[config.mk]
export PLATFORM = sky130hd
export DESIGN_NAME = instr_fetch_unit
export DESIGN_NICKNAME = d
export VERILOG_FILES = /design/src/rtl/instr_fetch_unit.sv
export SDC_FILE = /design/constraint.sdc
export NUM_CORES = 1
export LEC_CHECK = 0
export ABC_CLOCK_PERIOD_IN_PS = 6400
export BUFFER_PORTS_ARGS = -buffer_cell sky130_fd_sc_hd__buf_2
export CAP_MARGIN = 20
export CORE_AREA = 2 2 148 150
export CTS_CLUSTER_DIAMETER = 50
export CTS_CLUSTER_SIZE = 14
export DETAILED_ROUTE_END_ITERATION = 12
export DIE_AREA = 0 0 150 152
export GPL_ROUTABILITY_DRIVEN = 0
export PLACE_DENSITY = 0.68
export SYNTH_ARGS = -nofsm -noshare
export SYNTH_HDL_FRONTEND = slang
export SYNTH_SLANG_ARGS = --single-unit
export TNS_END_PERCENT = 30
[constraint.sdc]
create_clock -name clk -period 6.4 [get_ports clk]
set_input_delay 0.64 -clock clk [delete_from_list [all_inputs] [get_ports clk]]
set_output_delay 0.64 -clock clk [all_outputs]
set_load 0.05 [all_outputs]
[src/rtl/instr_fetch_unit.sv]
// -----------------------------------------------------------------------------
// instr_fetch_unit
//
// Fetch front-end for a single-cycle core. Owns the fetch PC, issues one
// request at a time to a variable-latency instruction memory (req/ack), and
// buffers returned words together with their PCs in a small FIFO that the
// core drains over a valid/ready interface. A redirect from the core flushes
// the buffer and retires any in-flight fetch without keeping its data.
//
// Ports:
//   clk          system clock, rising edge
//   reset        asynchronous, active-high reset
//   en           fetch enable (0 = no new requests)
//   redirect     core requests a PC change this cycle
//   redirect_pc  new fetch address (bits [1:0] forced to 00)
//   mem_req      instruction memory request (registered)
//   mem_addr     request address (registered)
//   mem_ack      memory returns mem_rdata this cycle, completes the request
//   mem_rdata    instruction word from memory
//   instr_valid  FIFO head holds an instruction
//   instr        head instruction word, 0 when empty
//   instr_pc     head instruction PC, 0 when empty
//   instr_ready  core consumes the head this cycle
// -----------------------------------------------------------------------------
module instr_fetch_unit #(
    parameter logic [31:0] RESET_PC = 32'h0000_0000,
    parameter int          DEPTH    = 2
) (
    input  logic        clk,
    input  logic        reset,
    input  logic        en,
    input  logic        redirect,
    input  logic [31:0] redirect_pc,
    output logic        mem_req,
    output logic [31:0] mem_addr,
    input  logic        mem_ack,
    input  logic [31:0] mem_rdata,
    output logic        instr_valid,
    output logic [31:0] instr,
    output logic [31:0] instr_pc,
    input  logic        instr_ready
);

    localparam int PW = (DEPTH > 1) ? $clog2(DEPTH) : 1;
    localparam int CW = PW + 1;

    // DISCARD: a request is still outstanding but its data must be dropped
    // because a redirect arrived while it was pending.
    typedef enum logic [1:0] {
        S_IDLE    = 2'b00,
        S_WAIT    = 2'b01,
        S_DISCARD = 2'b10
    } state_t;

    state_t        r_state;
    state_t        w_state_nxt;
    logic [31:0]   r_fetch_pc;
    logic [31:0]   w_fetch_pc_nxt;
    logic          r_mem_req;
    logic [31:0]   r_mem_addr;
    logic          w_push;
    logic          w_pop;
    logic          w_flush;
    logic          w_valid;
    logic [31:0]   w_redirect_pc;

    logic [31:0]   r_fifo_pc   [DEPTH];
    logic [31:0]   r_fifo_data [DEPTH];
    logic [PW-1:0] r_rd_ptr;
    logic [PW-1:0] r_wr_ptr;
    logic [CW-1:0] r_count;

    assign w_redirect_pc = {redirect_pc[31:2], 2'b00};
    assign w_valid       = (r_count != {CW{1'b0}});

    // Next-state, next fetch PC and FIFO push/flush decisions.
    always_comb begin
        w_state_nxt    = r_state;
        w_fetch_pc_nxt = r_fetch_pc;
        w_push         = 1'b0;
        w_flush        = 1'b0;
        case (r_state)
            S_IDLE: begin
                if (redirect) begin
                    w_flush        = 1'b1;
                    w_fetch_pc_nxt = w_redirect_pc;
                end else if (en && (r_count < CW'(DEPTH))) begin
                    // Occupancy before any same-edge pop decides issue.
                    w_state_nxt = S_WAIT;
                end else begin
                    w_state_nxt = S_IDLE;
                end
            end
            S_WAIT: begin
                if (redirect) begin
                    w_flush        = 1'b1;
                    w_fetch_pc_nxt = w_redirect_pc;
                    w_state_nxt    = mem_ack ? S_IDLE : S_DISCARD;
                end else if (mem_ack) begin
                    w_push         = 1'b1;
                    w_fetch_pc_nxt = r_fetch_pc + 32'd4;
                    w_state_nxt    = S_IDLE;
                end else begin
                    w_state_nxt = S_WAIT;
                end
            end
            S_DISCARD: begin
                if (redirect) begin
                    w_flush        = 1'b1;
                    w_fetch_pc_nxt = w_redirect_pc;
                end else begin
                    w_fetch_pc_nxt = r_fetch_pc;
                end
                if (mem_ack) begin
                    w_state_nxt = S_IDLE;
                end else begin
                    w_state_nxt = S_DISCARD;
                end
            end
            default: begin
                w_state_nxt = S_IDLE;
            end
        endcase
    end

    // Redirect outranks consumption: the core's ready is ignored that edge.
    assign w_pop = w_valid && instr_ready && !redirect;

    // Control state, fetch PC and the registered memory request outputs.
    always_ff @(posedge clk or posedge reset) begin
        if (reset) begin
            r_state    <= S_IDLE;
            r_fetch_pc <= RESET_PC;
            r_mem_req  <= 1'b0;
            r_mem_addr <= RESET_PC;
        end else begin
            r_state    <= w_state_nxt;
            r_fetch_pc <= w_fetch_pc_nxt;
            r_mem_req  <= (w_state_nxt != S_IDLE);
            // While a request is pending the address stays latched even if
            // a redirect moves the fetch PC underneath it.
            if (w_state_nxt == S_IDLE) begin
                r_mem_addr <= w_fetch_pc_nxt;
            end else if (r_state == S_IDLE) begin
                r_mem_addr <= r_fetch_pc;
            end else begin
                r_mem_addr <= r_mem_addr;
            end
        end
    end

    // FIFO pointers and occupancy.
    always_ff @(posedge clk or posedge reset) begin
        if (reset) begin
            r_rd_ptr <= {PW{1'b0}};
            r_wr_ptr <= {PW{1'b0}};
            r_count  <= {CW{1'b0}};
        end else if (w_flush) begin
            r_rd_ptr <= {PW{1'b0}};
            r_wr_ptr <= {PW{1'b0}};
            r_count  <= {CW{1'b0}};
        end else begin
            if (w_push) begin
                r_wr_ptr <= r_wr_ptr + PW'(1);
            end
            if (w_pop) begin
                r_rd_ptr <= r_rd_ptr + PW'(1);
            end
            if (w_push && !w_pop) begin
                r_count <= r_count + CW'(1);
            end else if (w_pop && !w_push) begin
                r_count <= r_count - CW'(1);
            end else begin
                r_count <= r_count;
            end
        end
    end

    // FIFO storage; contents are qualified by the occupancy count.
    always_ff @(posedge clk) begin
        if (w_push) begin
            r_fifo_pc[r_wr_ptr]   <= r_fetch_pc;
            r_fifo_data[r_wr_ptr] <= mem_rdata;
        end
    end

    assign mem_req     = r_mem_req;
    assign mem_addr    = r_mem_addr;
    assign instr_valid = w_valid;
    assign instr       = w_valid ? r_fifo_data[r_rd_ptr] : 32'h0000_0000;
    assign instr_pc    = w_valid ? r_fifo_pc[r_rd_ptr]   : 32'h0000_0000;

endmodule

==> run metrics <==
sequential-to-total area share from yosys stat approximately 60%; CTS tree yes; final slew viol count 0; endpoints failing setup 0; power per cell area approximately 290 nW/µm²; peak supply drop around 0.16 mV; CTS resizes 0; vias in the first global route 6579; Root Buffer clkbuf_16; Post-DP HPWL around 15000 µm; share of cells above drive strength 1 between 20 and 30%; WP data arrival roughly 3.5 ns; Die Area 22800 µm²; DR vias approximately 6800; maxcap violations 0; # clock sinks slightly below 200; Total Routed Length 22900 µm; initial antenna violation count 0; die width around 150 µm; WP data required about 6.5 ns; Hold Path Depth 1; Pre-antenna DRT Iters 5; Least-Margin Pin Slew a little over 1 ns; Multi-input gate area roughly 3500 µm²; Setup CP Type reg -> reg; Mapped Area 9390 µm²; Synth Net Count 867; largest net degree at the start of global routing 72; R2R setup slack ~2.9 ns; slew margin rel. approximately a third; Vert. Die Dim 152 µm; fraction of registers with async set/reset a little over a third; worst-skew pair later-pin latency roughly 0.43 ns; drt via density approximately 5.6; n_diodes 0; commonest cells after routing, fill and taps aside buf_2 (165), edfxtp_1 (128), nor2_1 (92); Initial Utilization between 40% and 50%; LEAKAGE 4.33 nW; Fillers between 1500 and 2000; unrepaired setup endpoints after global routing false; reg2reg start r_state[1]$_DFF_PP0_; crit-path max FO 48; detailed-route wire length per cell 18.7 µm; I/O pin count 168; Seq cells post-synth 199; setup TNS 0 ns; final hold violation count 0; fin crit share a little over half; Worst Setup Start Kind register; Reg clk slew, reported paths ~0.07 ns; CP endpoint kind register; cell count after synthesis roughly 800; global-route usage over all layers around 20%; fin crit period roughly 3.5 ns; CTS buffer count 17; H-Tree Depth 4; Antenna Nets Post-Route 0; buffers added on ports 165; fmax roughly 290 MHz; reg2reg path depth 3; first-pass GRT wire length around 36000 µm; min-delay src mem_rdata[17]; Setup Buffers After CTS 0; hold buffers post-CTS 0; Max Clock Skew roughly 0.0093 ns; status complete, no violations; final worst slack 2.95 ns; Storage cell area between 5000 and 6000 µm²; largest area contributor in the netlist edfxtp_1; Core Area between 20000 and 25000 µm²; Avg Inst Size Synth between 10 and 15 µm²; largest cells by area after synthesis edfxtp_1 (41%), dfrtp_1 (19%), mux2i_1 (9.0%), nor2_1 (3.8%), nand2_1 (2.1%); most common cell after layout, fill and taps aside buf_2; row cnt 54; share of the synthesized area in the top cell type 40.9%; synth warn 0; Post-Place Worst Slack between 2 and 3 ns; total congestion overflow 0; ys flop type edfxtp_1; min-delay worst type in -> reg; Final #Nets 1003; hold path endpoint r_fifo_data[1][17]$_DFFE_PP_; distinct cell type count after synthesis 71; worst r2r dst r_fifo_pc[1][19]$_DFFE_PP_; EDFF count, synth approximately 130; Post-route DRC 0; Initial DRC Count a little under 600; synthesis-to-layout area growth 16.5%; Clock Path Buffers 2
==> worst max-delay path by stage <==
stage,from,slack (ns),endpoint,cells past startpoint
4_1_cts,r_state[1]$_DFF_PP0_,2.84,r_fifo_pc[1][26]$_DFFE_PP_,3
3_5_place_dp,mem_ack,2.83,r_fifo_pc[1][27]$_DFFE_PP_,4
2_1_floorplan,redirect,-0.05,r_fifo_data[0][0]$_DFFE_PP_,5
6_report,r_state[1]$_DFF_PP0_,2.95,r_fifo_pc[1][19]$_DFFE_PP_,3
5_1_grt,r_state[1]$_DFF_PP0_,2.73,r_fifo_pc[1][20]$_DFFE_PP_,3
3_3_place_gp,mem_ack,2.88,r_fifo_pc[1][27]$_DFFE_PP_,4
==> through the flow <==
stage / instance area, µm² / hold slack, ns / total power [mW] / instances / util (%)
2_1_floorplan: 9390 / 0.437 / 1.98 / 796 / -
3_3_place_gp: 10400 / 0.525 / 2.12 / 1193 / 48.6
3_5_place_dp: 10400 / 0.538 / 2.14 / 1193 / 48.6
4_1_cts: 10900 / 0.377 / 3.16 / 1225 / 51.2
5_1_grt: 10900 / 0.378 / 3.27 / 1225 / 51.2
6_report: 10900 / 0.398 / 3.14 / 1225 / 51.2
==> power by group <==
part | internal [mW] | switching (mW)
clock | 0.518 | 0.514
combinational | 0.168 | 0.381
sequential | 1.46 | 0.106
==> cell families after synthesis <==
family	count (synthesis)	synth area share, %
adders and majority gates	1	0.133
AOI/OAI and AO/OA	175	12.5
buffers and inverters	69	3.57
xor gates and xnor gates	5	0.466
DFF	199	59.9
and+or+nand+nor	251	13.0
muxes	96	10.4
==> worst max-delay path, cell delays in order, from the launching register on <==
cell	delay [ns]
dfrtp_2	0.73
nand3b_1	0.67
nor3b_4	0.99
buf_4	0.65
==> final cells by class <==
cell class	count	area share (%)
clock buffer	18	3.92
timing repair buffer	174	8.17
inverter	12	0.412
tap	280	3.20
sequential	199	51.4
multi-input combinational	528	31.6
clock inverter	14	1.24
==> cell usage after synthesis (3+ instances only) <==
master and number:
nand4_1 11, and3_1 7, a21boi_0 4, a21o_1 16, nor2b_1 6, a32oi_1 4
o21ai_0 39, clkbuf_8 5, inv_1 10, or3_1 5, edfxtp_1 128, nor2_1 94
and2_1 8, buf_4 3, mux2i_1 84, o21bai_1 3, clkbuf_1 33, o22ai_1 16
a311oi_1 3, buf_2 5, xor2_1 4, dfrtp_1 71, nand2b_1 9, a31oi_1 5
o221a_2 3, nor3b_1 3, mux2_2 12, a2bb2oi_1 6, a21oi_1 37, nor3_1 9
nand2_1 53, nor4_1 4, o221ai_1 6, buf_1 9, o31ai_1 6, nand3_1 23
and4_1 3, a221oi_1 3
==> registers in the layout, indices dropped and copies added, names as in the netlist <==
signal and flops:
r_fifo_data 64, r_fifo_pc 64, mem_addr 32, r_fetch_pc 32, r_count 2, r_state 2, mem_req 1, r_rd_ptr 1
r_wr_ptr 1
==> per-layer routing <==
metal | up-vias | global-route usage [%] | routed length, µm
met3 | 19 | 4.83 | 1520
met1 | 3323 | 28.9 | 10300
met2 | 240 | 31.6 | 10700
met4 | 0 | 5.62 | 318
met5 | - | 0 | 0
li1 | 3249 | - | -
Power figures use the tool's default switching activity.
